**config.mk**
```make
export PLATFORM = sky130hd
export DESIGN_NAME = moving_average_configurable
export DESIGN_NICKNAME = d
export VERILOG_FILES = /design/src/rtl/moving_average_pkg.sv /design/src/rtl/ma_sample_ring.sv /design/src/rtl/moving_average_configurable.sv
export SDC_FILE = /design/constraint.sdc
export NUM_CORES = 1
export LEC_CHECK = 0
export ABC_AREA = 1
export BUFFER_PORTS_ARGS = -buffer_cell sky130_fd_sc_hd__buf_2
export CAP_MARGIN = 20
export CORE_MARGIN = 5
export CORE_UTILIZATION = 30
export DETAILED_ROUTE_END_ITERATION = 6
export SETUP_SLACK_MARGIN = 0.05
export SYNTH_ARGS = -nofsm -noshare
export SYNTH_HDL_FRONTEND = slang
export SYNTH_SLANG_ARGS = --single-unit
export TNS_END_PERCENT = 100
```
**constraint.sdc**
```tcl
create_clock -name clk -period 4.86 [get_ports clk]
set_input_delay 0.486 -clock clk [delete_from_list [all_inputs] [get_ports clk]]
set_output_delay 0.486 -clock clk [all_outputs]
set_load 0.005 [all_outputs]
```
**src/rtl/moving_average_pkg.sv**
```systemverilog
// moving_average_pkg: shared state enum, window-select width and helpers for the moving-average filter
package moving_average_pkg;
  localparam int POW_W = 3;
  typedef enum logic {FILL, RUN} state_e;
  function automatic logic [POW_W-1:0] clamp_pow(input logic [POW_W-1:0] p, input int max_p);
    return (int'(p) > max_p) ? POW_W'(max_p) : p;
  endfunction
  function automatic int acc_w(input int data_w, input int max_power);
    return data_w + max_power;
  endfunction
endpackage

```
**src/rtl/ma_sample_ring.sv**
```systemverilog
// ma_sample_ring: D x DATA_W sample store, one write port, one asynchronous read port, no reset
module ma_sample_ring #(
  parameter int DATA_W = 10,
  parameter int MAX_POWER = 4
) (
  input  logic                 clk,
  input  logic                 we_i,
  input  logic [MAX_POWER-1:0] waddr_i,
  input  logic [DATA_W-1:0]    wdata_i,
  input  logic [MAX_POWER-1:0] raddr_i,
  output logic [DATA_W-1:0]    rdata_o
);
  logic [DATA_W-1:0] mem_q [2**MAX_POWER];
  always_ff @(posedge clk)
    if (we_i) mem_q[waddr_i] <= wdata_i;
  assign rdata_o = mem_q[raddr_i];
endmodule

```
**src/rtl/moving_average_configurable.sv**
```systemverilog
// moving_average_configurable: power-of-two moving average with run-time window, warm-up
// qualification, flush on window change and optional half-up rounding
module moving_average_configurable
  import moving_average_pkg::*;
#(
  parameter int DATA_W = 10,
  parameter int MAX_POWER = 4,
  parameter int ROUND = 0
) (
  input  logic              clk,
  input  logic              rst_n,
  input  logic [DATA_W-1:0] data_i,
  input  logic              strobe_i,
  input  logic [POW_W-1:0]  pow_i,
  output logic [DATA_W-1:0] data_o,
  output logic              strobe_o,
  output logic              valid_o,
  output logic [POW_W-1:0]  pow_o
);
  localparam int AW = acc_w(DATA_W, MAX_POWER);
  logic [AW-1:0] acc_q, acc_d;
  logic [MAX_POWER:0] cnt_q, cnt_d, n;
  logic [MAX_POWER-1:0] wp_q, wp_d;
  logic [POW_W-1:0] pow_q, pow_d;
  state_e state_q, state_d;
  logic [DATA_W-1:0] data_q, data_d, rd_data;
  logic strobe_q, flush, full;
  logic [AW:0] sum, quo;
  assign n = (MAX_POWER+1)'(1) << pow_q;
  assign pow_d = clamp_pow(pow_i, MAX_POWER);
  assign flush = pow_d != pow_q;
  assign full = cnt_q >= n;
  // for N = D the read index equals wp, so the oldest sample is read before it is overwritten
  ma_sample_ring #(.DATA_W(DATA_W), .MAX_POWER(MAX_POWER)) u_ring (
    .clk(clk),
    .we_i(strobe_i),
    .waddr_i(wp_q),
    .wdata_i(data_i),
    .raddr_i(wp_q - n[MAX_POWER-1:0]),
    .rdata_o(rd_data)
  );
  always_comb begin
    acc_d = acc_q;
    cnt_d = cnt_q;
    state_d = state_q;
    wp_d = wp_q + MAX_POWER'(strobe_i);
    if (flush) begin
      acc_d = strobe_i ? AW'(data_i) : '0;
      cnt_d = {{MAX_POWER{1'b0}}, strobe_i};
      state_d = (strobe_i && pow_d == '0) ? RUN : FILL;
    end else if (strobe_i) begin
      acc_d = acc_q + AW'(data_i) - (full ? AW'(rd_data) : '0);
      cnt_d = full ? cnt_q : cnt_q + 1'b1;
      state_d = (cnt_d == n) ? RUN : state_q;
    end
    sum = {1'b0, acc_d} + ((ROUND != 0 && pow_d != '0) ? (AW+1)'(1) << (pow_d - 1'b1) : '0);
    quo = sum >> pow_d;
    data_d = strobe_i ? ((quo > (AW+1)'({DATA_W{1'b1}})) ? '1 : quo[DATA_W-1:0]) : data_q;
  end
  always_ff @(posedge clk or negedge rst_n)
    if (!rst_n) begin
      acc_q <= '0;
      cnt_q <= '0;
      wp_q <= '0;
      pow_q <= '0;
      state_q <= FILL;
      data_q <= '0;
      strobe_q <= 1'b0;
    end else begin
      acc_q <= acc_d;
      cnt_q <= cnt_d;
      wp_q <= wp_d;
      pow_q <= pow_d;
      state_q <= state_d;
      data_q <= data_d;
      strobe_q <= strobe_i;
    end
  assign data_o = data_q;
  assign strobe_o = strobe_q;
  assign valid_o = state_q == RUN;
  assign pow_o = pow_q;
endmodule

```
==> flow_summary_export.csv <==
group,metric,value,unit
routing,wire_per_inst,16.8,microns
routing,via_per_inst,4.86,
timing,max-slew-margin-rel,28.5,%
synthesis,postSynthAreaPerCell,9.49,sq um
timing,slew_viol_final,0,
synthesis,synthTopCellsByArea,"edfxtp_1 (47%), nand2_1 (13%), dfrtp_1 (9.4%)",
synthesis,synth_cell_types,37,
critical_path,crit_family,"simple AND/OR/NAND/NOR gates",
global_routing,grt_overflow,0,
clock_network,path_clk_slew,0.08,ns
run_status,status,"completed",
synthesis,async_flop_share,19.2,%
die,start_util,30.3,%
clock_network,cts_tree,"built",
global_routing,antenna_found_initial,0,
clock_network,clock_path_buffers,2,
run,drv_cap,0,
critical_path,worstPathArrival,5.15,ns
placement,hpwlAfterDp,16700,microns
routing,wirelength,26800,microns
die,dieArea,37500,sq um
clock_network,cts.sinks,198,
critical_path,path_max_fanout,12,
layout,final_cells,1597,
timing,finalCriticalPeriod,4.78,ns
die,num_rows,67,
critical_path,startpoint_type,"flop",
timing,finalSetupViolations,0,
layout,layout.nets,1188,
routing,drt_iter0_drc,535,
layout,area_growth,24.1,%
synthesis,synth_area,10100,sq um
die,die_y,194,microns
critical_path,crit_start,"pow_o[2]",
routing,drt_pass1_iterations,5,
synthesis,syn_inst,1067,
timing,fin_crit_sh,98.3,%
synthesis,synth-edff-count,160,
synthesis,synth_compound_area_share,9.64,%
global_routing,grt_pass1_wl,40700,microns
timing,worst_pin_slew,1.07,ns
timing,rsz0062_at_grt,"true",
placement,place_inst,1539,
synthesis,yosysWarnings,0,
die,fp.dieW,194,microns
global_routing,grtUsageTotal,13.5,%
synthesis,yosys.cell_count.top_type,"nand2_1",
clock_network,clock-root-buffer,"clkbuf_16",
critical_path,r2r-start,"pow_o[2]",
routing,antenna_left,0,
clock_network,worstSkewPairLatency,0.44,ns
routing,drc,0,
synthesis,synth-seq-cells,198,
synthesis,synthAdderAreaFrac,5.27,%
clock_network,postCtsHoldBufs,0,
placement,routabilityCongestion,0.897,
critical_path,critical-path-max-stage-delay,0.71,ns
synthesis,synth_top_family_by_area,"simple AND/OR/NAND/NOR gates",
timing,fin_worst_skew,0.0182,ns
synthesis,muxShareOfSynthArea,0,%
critical_path,cp_num_buf_inv,5,
synthesis,synthXorXnorAreaFrac,1.12,%
critical_path,cp.required,5.23,ns
synthesis,synth_top_area_cell,"edfxtp_1",
timing,max_freq,0.209,GHz
synthesis,synth_top_area_share,47.5,%
synthesis,synth_ff_type,"edfxtp_1",
global_routing,grt_max_degree,47,
critical_path,cp_slowest_cell,"fa_2",
layout,regArea,5760,sq um
clock_network,cts_htree_levels,4,
layout,layout-drive-gt1-share,25.4,%
layout,fillers,3286,
min_path,hold_path_class,"primary input to async pin",
synthesis,synth_common_cells,"nand2_1 (341), edfxtp_1 (160), inv_1 (114)",
timing,hold_viol_final,0,
layout,antennaDiodeCount,0,
critical_path,crit_type,"flop to flop",
critical_path,endpoint_kind,"flop",
global_routing,grt_pass1_vias,7448,
routing,via_count,7768,
synthesis,synth-simple-area-share,20.9,%
die,pin_count,31,
layout,multi_input_area,4340,sq um
die,coreArea,33400,sq um
synthesis,seq_area_frac_synth,56.9,%
synthesis,syn_nets,1119,
clock_network,cts_buffers,17,
placement,port_buffers,30,
## worst register-to-register path: cells and delay by family (launching register included)
kind | cells | cell delay [ns]
buffers and inverters | 5 | 0.68
AND/OR/NAND/NOR | 14 | 1.44
flip-flops | 1 | 0.47
adder cells (fa/ha/maj) | 3 | 1.37
AO/OA/AOI/OAI | 5 | 0.76
## placed cells by master (no fill, tap or decap), drive strengths merged, types with 9 or more instances in the layout
| master | synthesis | layout |
|---|---|---|
| nor2 | 59 | 59 |
| o21ai | 35 | 35 |
| buf | 8 | 89 |
| fa | 11 | 11 |
| a32o | 20 | 20 |
| clkinv | 2 | 9 |
| a32oi | 20 | 20 |
| nand2 | 349 | 349 |
| inv | 118 | 124 |
| xor2 | 10 | 10 |
| clkbuf | 35 | 22 |
| a21oi | 66 | 66 |
| edfxtp | 160 | 160 |
| dfrtp | 38 | 38 |
| ha | 25 | 25 |
| nand3 | 79 | 79 |
## cell type report
class	instances	area share, %
Inverter	120	3.62
Timing Repair Buffer	93	6.98
Tap cell	448	4.46
Sequential cell	198	45.8
Clock buffer	18	3.42
Clock inverter	14	1.12
Multi-Input combinational cell	706	34.6
## layer usage
metal  GRT usage (%)  vias to the layer above  share of wire [%]  wire [microns]
met4            3.41                        0                2.0             546
met1            18.8                     3796                 46           12200
met5               0                        -                  0               0
met3            2.54                       38                4.4            1190
li1                -                     3745                  -               -
met2            22.1                      189                 48           12900
## per-stage QoR
stage	hold slack [ns]	setup TNS, ns	utilization (%)	cell area, sq um	worst slack (ns)
after detailed placement	0.460	-0.893	33.0	11000	-0.115
after global placement	0.462	-0.485	33.0	11000	-0.0854
after CTS	0.169	0	35.2	11800	0.0524
after global routing	0.208	-1.42	37.6	12600	-0.187
after floorplan	0.190	0	-	10100	0.260
final	0.147	0	37.6	12600	0.0808
## logic make-up after synthesis
kind of cell	count (synthesis)
XOR/XNOR	13
AO/OA/AOI/OAI	153
AND/OR/NAND/NOR	504
buffers and inverters	163
flip-flops	198
adder cells (fa/ha/maj)	36
## flip-flops by register name, summed over array words and instances (netlist names)
name and count:
acc_q 14, cnt_q 5, data_o 10, pow_o 3, strobe_o 1, u_ring.mem_q 160
valid_o 1, wp_q 4
## final timing paths
path	end	slack, ns	depth (start not counted)
min	data_o[8]	0.15	1
min reg2reg	data_o[4]	0.48	2
max reg2reg	data_o[1]	0.08	27
max in group asynchronous	wp_q[2]	4.16	1
min in group clk	pow_o[2]	0.33	1
max	data_o[1]	0.08	27
## what timing repair did
item,4_1_cts,5_1_grt
endpoints found under the setup margin,10,14
gates cloned,2,4
pin swaps,4,71
endpoints found under the hold margin,0,0
gates resized for setup,19,172
setup buffers,4,12
Power is left out: the tool's default activity adds up to more than one toggle a clock period on the data nets, which glitch-free logic cannot reach.
